[config.mk]
export PLATFORM = sky130hd
export DESIGN_NAME = vx_init_dp_ram
export DESIGN_NICKNAME = d
export VERILOG_FILES = /design/src/rtl/vx_ram_pkg.sv /design/src/rtl/vx_ram_init_ctrl.sv /design/src/rtl/vx_init_dp_ram.sv
export SDC_FILE = /design/constraint.sdc
export NUM_CORES = 2
export LEC_CHECK = 0
export BUFFER_PORTS_ARGS = -buffer_cell sky130_fd_sc_hd__buf_2
export CORE_AREA = 3 3 530 532
export CTS_BUF_LIST = sky130_fd_sc_hd__clkbuf_16
export CTS_CLUSTER_SIZE = 12
export DETAILED_ROUTE_END_ITERATION = 16
export DIE_AREA = 0 0 533 535
export PLACE_DENSITY_LB_ADDON = 0.12
export SLEW_MARGIN = 20
export SYNTH_ARGS = -nofsm -noshare
export SYNTH_HDL_FRONTEND = slang
export SYNTH_SLANG_ARGS = --single-unit
[constraint.sdc]
create_clock -name clk -period 4.69 [get_ports clk]
set_clock_uncertainty 0.05 [all_clocks]
set_input_delay 0.938 -clock clk [delete_from_list [all_inputs] [get_ports clk]]
set_output_delay 0.938 -clock clk [all_outputs]
set_load 0.02 [all_outputs]
[src/rtl/vx_ram_pkg.sv]
// Shared RAM-wrapper definitions: init/run state type and the byte-enable
// merge helper used by RAM wrappers that forward in-flight write data.
package vx_ram_pkg;

  typedef enum logic {
    INIT,
    RUN
  } ram_state_e;

  // Widest word / enable vector the merge helper can handle; callers
  // zero-extend into these and truncate the result back to their own width.
  localparam int MERGE_MAXW  = 512;
  localparam int MERGE_MAXEN = 64;

  typedef logic [$clog2(MERGE_MAXW)-1:0]  merge_bit_idx_t;
  typedef logic [$clog2(MERGE_MAXEN)-1:0] merge_en_idx_t;

  // Each bit of the result comes from new_data when the enable of the lane
  // that bit belongs to is set, otherwise from old_data.
  function automatic logic [MERGE_MAXW-1:0] byteen_merge(
    input logic [MERGE_MAXW-1:0]  old_data,
    input logic [MERGE_MAXW-1:0]  new_data,
    input logic [MERGE_MAXEN-1:0] byteen,
    input int                     lane_bits
  );
    logic [MERGE_MAXW-1:0] merged;
    merge_bit_idx_t        bit_idx;
    merge_en_idx_t         en_idx;
    merged = old_data;
    for (int i = 0; i < MERGE_MAXW; i++) begin
      bit_idx = merge_bit_idx_t'(i);
      en_idx  = merge_en_idx_t'(i / lane_bits);
      if (byteen[en_idx]) begin
        merged[bit_idx] = new_data[bit_idx];
      end
    end
    return merged;
  endfunction

endpackage

[src/rtl/vx_ram_init_ctrl.sv]
// Post-reset fill sequencer: walks every entry once, writing INIT_VALUE,
// then raises init_done and stays there until the next reset.
module vx_ram_init_ctrl
  import vx_ram_pkg::*;
#(
  parameter int              SIZE       = 64,
  parameter int              ADDRW      = $clog2(SIZE),
  parameter int              DATAW      = 32,
  parameter logic [DATAW-1:0] INIT_VALUE = '0
) (
  input  logic             clk,
  input  logic             reset,
  output logic             init_done,
  output logic             fill_en,
  output logic [ADDRW-1:0] fill_addr,
  output logic [DATAW-1:0] fill_data
);

  // One extra bit so the counter can reach SIZE without wrapping.
  localparam int              CNTW = $clog2(SIZE + 1);
  localparam logic [CNTW-1:0] LAST = CNTW'(SIZE - 1);

  ram_state_e      state;
  ram_state_e      next_state;
  logic [CNTW-1:0] count;
  logic [CNTW-1:0] next_count;

  // State and fill counter registers; reset restarts the fill at entry 0.
  always_ff @(posedge clk) begin
    if (reset) begin
      state <= INIT;
      count <= '0;
    end else begin
      state <= next_state;
      count <= next_count;
    end
  end

  // Fill one entry per cycle in INIT, leave after the last entry is written.
  always_comb begin
    next_state = state;
    next_count = count;
    fill_en    = 1'b0;
    init_done  = 1'b0;
    case (state)
      INIT: begin
        fill_en    = 1'b1;
        next_count = count + CNTW'(1);
        if (count == LAST) begin
          next_state = RUN;
        end
      end
      RUN: begin
        init_done = 1'b1;
      end
      default: begin
        next_state = INIT;
      end
    endcase
  end

  assign fill_addr = ADDRW'(count);
  assign fill_data = INIT_VALUE;

endmodule

[src/rtl/vx_init_dp_ram.sv]
// One-write/one-read RAM with hardware fill after reset, lane write enables
// and a valid/ready read pipeline of latency 1 (OUT_REG=0) or 2 (OUT_REG=1).
// Define VX_RAM_BYPASS_EN to forward same-cycle write data to a colliding
// read; otherwise a collision returns the pre-write contents.
module vx_init_dp_ram
  import vx_ram_pkg::*;
#(
  parameter int               DATAW      = 32,
  parameter int               SIZE       = 64,
  parameter int               BYTEENW    = 1,
  parameter int               OUT_REG    = 0,
  parameter logic [DATAW-1:0] INIT_VALUE = '0,
  parameter int               ADDRW      = $clog2(SIZE)
) (
  input  logic               clk,
  input  logic               reset,
  output logic               init_done,
  input  logic               wr_en,
  input  logic [ADDRW-1:0]   wr_addr,
  input  logic [BYTEENW-1:0] wr_byteen,
  input  logic [DATAW-1:0]   wr_data,
  input  logic               rd_req_valid,
  input  logic [ADDRW-1:0]   rd_req_addr,
  output logic               rd_req_ready,
  output logic               rd_rsp_valid,
  output logic [DATAW-1:0]   rd_rsp_data,
  input  logic               rd_rsp_ready
);

  localparam int LANEW = DATAW / BYTEENW;

  logic             fill_en;
  logic [ADDRW-1:0] fill_addr;
  logic [DATAW-1:0] fill_data;

  vx_ram_init_ctrl #(
    .SIZE       (SIZE),
    .ADDRW      (ADDRW),
    .DATAW      (DATAW),
    .INIT_VALUE (INIT_VALUE)
  ) init_ctrl (
    .clk       (clk),
    .reset     (reset),
    .init_done (init_done),
    .fill_en   (fill_en),
    .fill_addr (fill_addr),
    .fill_data (fill_data)
  );

  logic [DATAW-1:0] mem [SIZE];
  logic             stall;
  logic             rd_accept;
  logic             user_we;
  logic [DATAW-1:0] rd_mem_q;
  logic             s1_valid;
  logic [DATAW-1:0] s1_data;

  // A response the consumer is not taking freezes every pipeline stage.
  assign stall        = rd_rsp_valid && !rd_rsp_ready;
  assign rd_req_ready = init_done && !stall;
  assign rd_accept    = rd_req_valid && rd_req_ready;
  assign user_we      = init_done && wr_en;

  // Single write port: the fill sequencer owns it until init_done.
  always_ff @(posedge clk) begin
    if (fill_en) begin
      mem[fill_addr] <= fill_data;
    end else if (user_we) begin
      for (int i = 0; i < BYTEENW; i++) begin
        if (wr_byteen[i]) begin
          mem[wr_addr][i*LANEW +: LANEW] <= wr_data[i*LANEW +: LANEW];
        end
      end
    end
  end

  // Registered array read, captured only on acceptance so stalls hold it.
  always_ff @(posedge clk) begin
    if (reset) begin
      rd_mem_q <= '0;
    end else if (rd_accept) begin
      rd_mem_q <= mem[rd_req_addr];
    end
  end

  // Stage-1 valid: advances whenever the pipeline is not frozen.
  always_ff @(posedge clk) begin
    if (reset) begin
      s1_valid <= 1'b0;
    end else if (!stall) begin
      s1_valid <= rd_accept;
    end
  end

`ifdef VX_RAM_BYPASS_EN
  logic               fwd_hit;
  logic [DATAW-1:0]   fwd_data;
  logic [BYTEENW-1:0] fwd_byteen;

  // Remember a same-cycle write to the accepted address for merging.
  always_ff @(posedge clk) begin
    if (reset) begin
      fwd_hit    <= 1'b0;
      fwd_data   <= '0;
      fwd_byteen <= '0;
    end else if (rd_accept) begin
      fwd_hit    <= user_we && (wr_addr == rd_req_addr);
      fwd_data   <= wr_data;
      fwd_byteen <= wr_byteen;
    end
  end

  assign s1_data = fwd_hit
                 ? DATAW'(byteen_merge(MERGE_MAXW'(rd_mem_q), MERGE_MAXW'(fwd_data),
                                       MERGE_MAXEN'(fwd_byteen), LANEW))
                 : rd_mem_q;
`else
  assign s1_data = rd_mem_q;
`endif

  if (OUT_REG != 0) begin : g_out_reg
    logic             s2_valid;
    logic [DATAW-1:0] s2_data;

    // Extra output stage, frozen together with stage 1.
    always_ff @(posedge clk) begin
      if (reset) begin
        s2_valid <= 1'b0;
        s2_data  <= '0;
      end else if (!stall) begin
        s2_valid <= s1_valid;
        s2_data  <= s1_data;
      end
    end

    assign rd_rsp_valid = s2_valid;
    assign rd_rsp_data  = s2_data;
  end else begin : g_no_out_reg
    assign rd_rsp_valid = s1_valid;
    assign rd_rsp_data  = s1_data;
  end

endmodule

==> flow_metrics.tcl <==
set metrics [dict create \
    cp_data_arrival_time_ns 4.30 \
    synth_area_um2 80100 \
    critPathLaunchType "flop" \
    comb_power_share_pct 3.6 \
    route.final.wire_length_um 262000 \
    grt_antenna_before_repair 20 \
    yosysTopAreaCell "edfxtp_1" \
    synth.top_cells.by_area "edfxtp_1 77%, mux4_2 14%, mux2i_1 1.6%" \
    criticalPathCategory "reg -> reg" \
    post_cts.repair.setup_buffers 0 \
    wp_depth 6 \
    critPathBufInv 1 \
    layout_commonest_cell "edfxtp_1" \
    post_cts_resized 0 \
    hp-class "reg -> reg" \
    timing.slew.headroom_pct 20.7 \
    clock_tree.root_cell "clkbuf_16" \
    crit_family "simple AND/OR/NAND/NOR gates" \
    setup_violations 0 \
    nets 4015 \
    share_of_the_yosys_chip_area_belonging_to_registers_pct 77.8 \
    net-switching-power_mw 8.24 \
    cts_htree_levels 4 \
    numPortBuffers 84 \
    die-width_um 533 \
    clkTransAtPathRegs_ns 0.06 \
    yosys_register_bits 2089 \
    die-area_um2 285000 \
    hpwl_um 155000 \
    worstPathCellList "nand2_1 -> nor4b_2 -> buf_4 -> and2_2 -> a21boi_0 -> a211o_1" \
    synthArstFlopShare_pct 0 \
    crit-reg2reg-launch "init_ctrl.state" \
    power.internal_mw 30.5 \
    drtPass1Iterations 8 \
    grt_overflow_total 0 \
    timing.critical_path.fanout_max 22 \
    synthesis.yosys.warnings 0 \
    worst_pin_slew_ns 1.18 \
    switching_share_pct 21.3 \
    vias_per_cell 4.99 \
    effective_utilization_at_floorplan_pct 29.0 \
    gp_congestion 0.764 \
    finalHoldViolCount 0 \
    tritoncts "built" \
    slew_violations 0 \
    max_clock_freq_mhz 284 \
    numClockSinks 2089 \
    critPathRequiredTime_ns 5.47 \
    whs_path_depth 2 \
    max_cap_viol_count 0 \
    power_density_nw_per_um2 408 \
    non_filler_instance_count_after_layout 7860 \
    synth_flop_cell "edfxtp_1" \
    crit_path_max_incr_delay_ns 1.00 \
    core_box_area_um2 276000 \
    cpMaxStageDelayCell "a21boi_0" \
    drt-wirelength-per-cell_um 33.3 \
    finalWorstPathRequiredPeriod_ns 3.52 \
    number_of_rows_in_the_core_area 193 \
    yosys.area.top_type_share_pct 76.8 \
    power.static_leakage_nw 33.3 \
    area_growth_syn_to_fin_pct 18.3 \
    first_global_vias 40500 \
    place.detailed.instances 7433 \
    post_synth_inst_count 3566 \
    fin_setup_tns_ns 0 \
    fraction_of_power_consumed_by_sequential_logic_pct 52.5 \
    timing.reg2reg.worst_path_depth 6 \
    grt_first_pass_wirelength_um 357000 \
    detailroute.via_count 39200 \
    end_kind "flop" \
    synth-edff-count 2048 \
    synth.avg_cell_area_um2 22.5 \
    final_min_period_over_clock_period_pct 75.0 \
    initialDrtViolationCount 3912 \
    grt_start_max_net_pins 65 \
    syn_nets 3617 \
    dieHeight_um 535 \
    yosys.cell_types.count 59 \
    layout-drive-gt1-share_pct 30.9 \
    ant_nets 0 \
    vdd_ir_drop_max_mv 0.266 \
    setup.worst_path.start "init_ctrl.state" \
    boundaryPins 85 \
    cts_bufs_inserted 234 \
    worst_skew_pair.late_latency_ns 0.89 \
    outcome "finished clean" \
    power_frac_clock_pct 43.9 \
    remaining_drc_errors 0 \
    holdBufCountCts 0 \
    ctsLongestPathBuffers 4 \
    all_layer_gr_usage_pct 18.1 \
    hold_path_startpoint "init_ctrl.count[5]" \
    setup_repair_after_global_routing_missed_its_margin "false" \
    mostFrequentLayoutCells "2048 x edfxtp_1, 512 x mux4_2, 235 x clkbuf_16" \
]
## per-stage QoR
stage	power (mW)	hold WS, ns	instance area, µm²	util, %	setup slack (ns)
floorplan	21.5	0.433	80100	-	0.892
global placement	22.1	0.459	87700	31.7	0.321
detailed placement	22.1	0.463	87700	31.7	0.623
CTS	39.2	0.426	94800	34.3	1.15
global route	40.0	0.461	94800	34.3	1.05
finish	38.7	0.470	94800	34.3	1.17
## worst paths after layout
check	to	slack, ns
hold reg to reg	init_ctrl.count[5]	0.47
hold / removal	init_ctrl.count[5]	0.47
setup / recovery	rd_rsp_data[18]	1.17
setup reg to reg	rd_rsp_data[18]	1.17
## synth_stat cells, types with 3 or more instances
cell type	count
mux2i_1	127
a221oi_1	15
buf_6	22
or3_1	4
buf_4	26
buf_1	21
nand4_1	22
buf_8	3
nand2b_1	6
nand2_1	105
nand4b_1	3
a21boi_0	6
edfxtp_1	2048
nand3b_1	5
o211ai_1	5
a2bb2oi_1	13
o21ai_1	4
mux2_1	4
o21ai_0	19
clkbuf_1	72
o211a_1	5
a32oi_1	5
and2_1	44
a21oi_1	33
o22ai_1	43
nor2b_1	5
a211oi_1	6
clkinv_1	3
mux2_2	25
a2111oi_0	5
o221ai_1	30
buf_2	50
nand3_1	43
a211o_1	6
dfxtp_1	41
a22o_1	9
nor2_1	96
xor2_1	3
o31ai_1	7
mux4_2	512
o21a_1	7
a22oi_1	21
a31oi_1	16
## worst min-delay path: cells and delay by family, from the launching register on
kind,cells,cell delay (ns)
flops,1,0.33
compound gates,2,0.14
## cell type report
cell class,instances,area (µm²)
diodes,6,15.0
clock buffers,235,5880
clock inverters,186,1130
fillers,25800,182000
inverters,5,26.3
multi-input cells,1278,17200
flip-flops and latches,2089,62300
well taps,3705,4640
repair buffers,356,3530
## power groups by stage
stage	registers [mW]	clock network (mW)	logic [mW]
6_report	20.3	17.0	1.38
3_5_place_dp	20.7	0	1.41
3_3_place_gp	20.7	0	1.41
5_1_grt	20.3	18.2	1.46
4_1_cts	20.3	17.5	1.42
2_1_floorplan	20.7	0	0.817
## kinds of logic after synthesis
kind of cell	count (synthesis)	synth area share (%)
compound gates	260	2.32
buf+inv	199	1.38
mux	668	16.4
fa+ha+maj	1	0.0156
flops	2089	77.8
xor+xnor	5	0.0547
simple gates	344	2.02
## layer usage
metal	wire length [µm]	global-route usage (%)
met4	5990	4.40
met5	0	0
met3	12500	2.73
met2	124000	29.1
met1	119000	25.9
## flip-flops by register name (all words and copies together) (netlist names)
register,flops
init_ctrl.state,1
rd_rsp_data,32
rd_rsp_valid,1
mem,2048
init_ctrl.count,7
(Power assumes the default switching activity.)
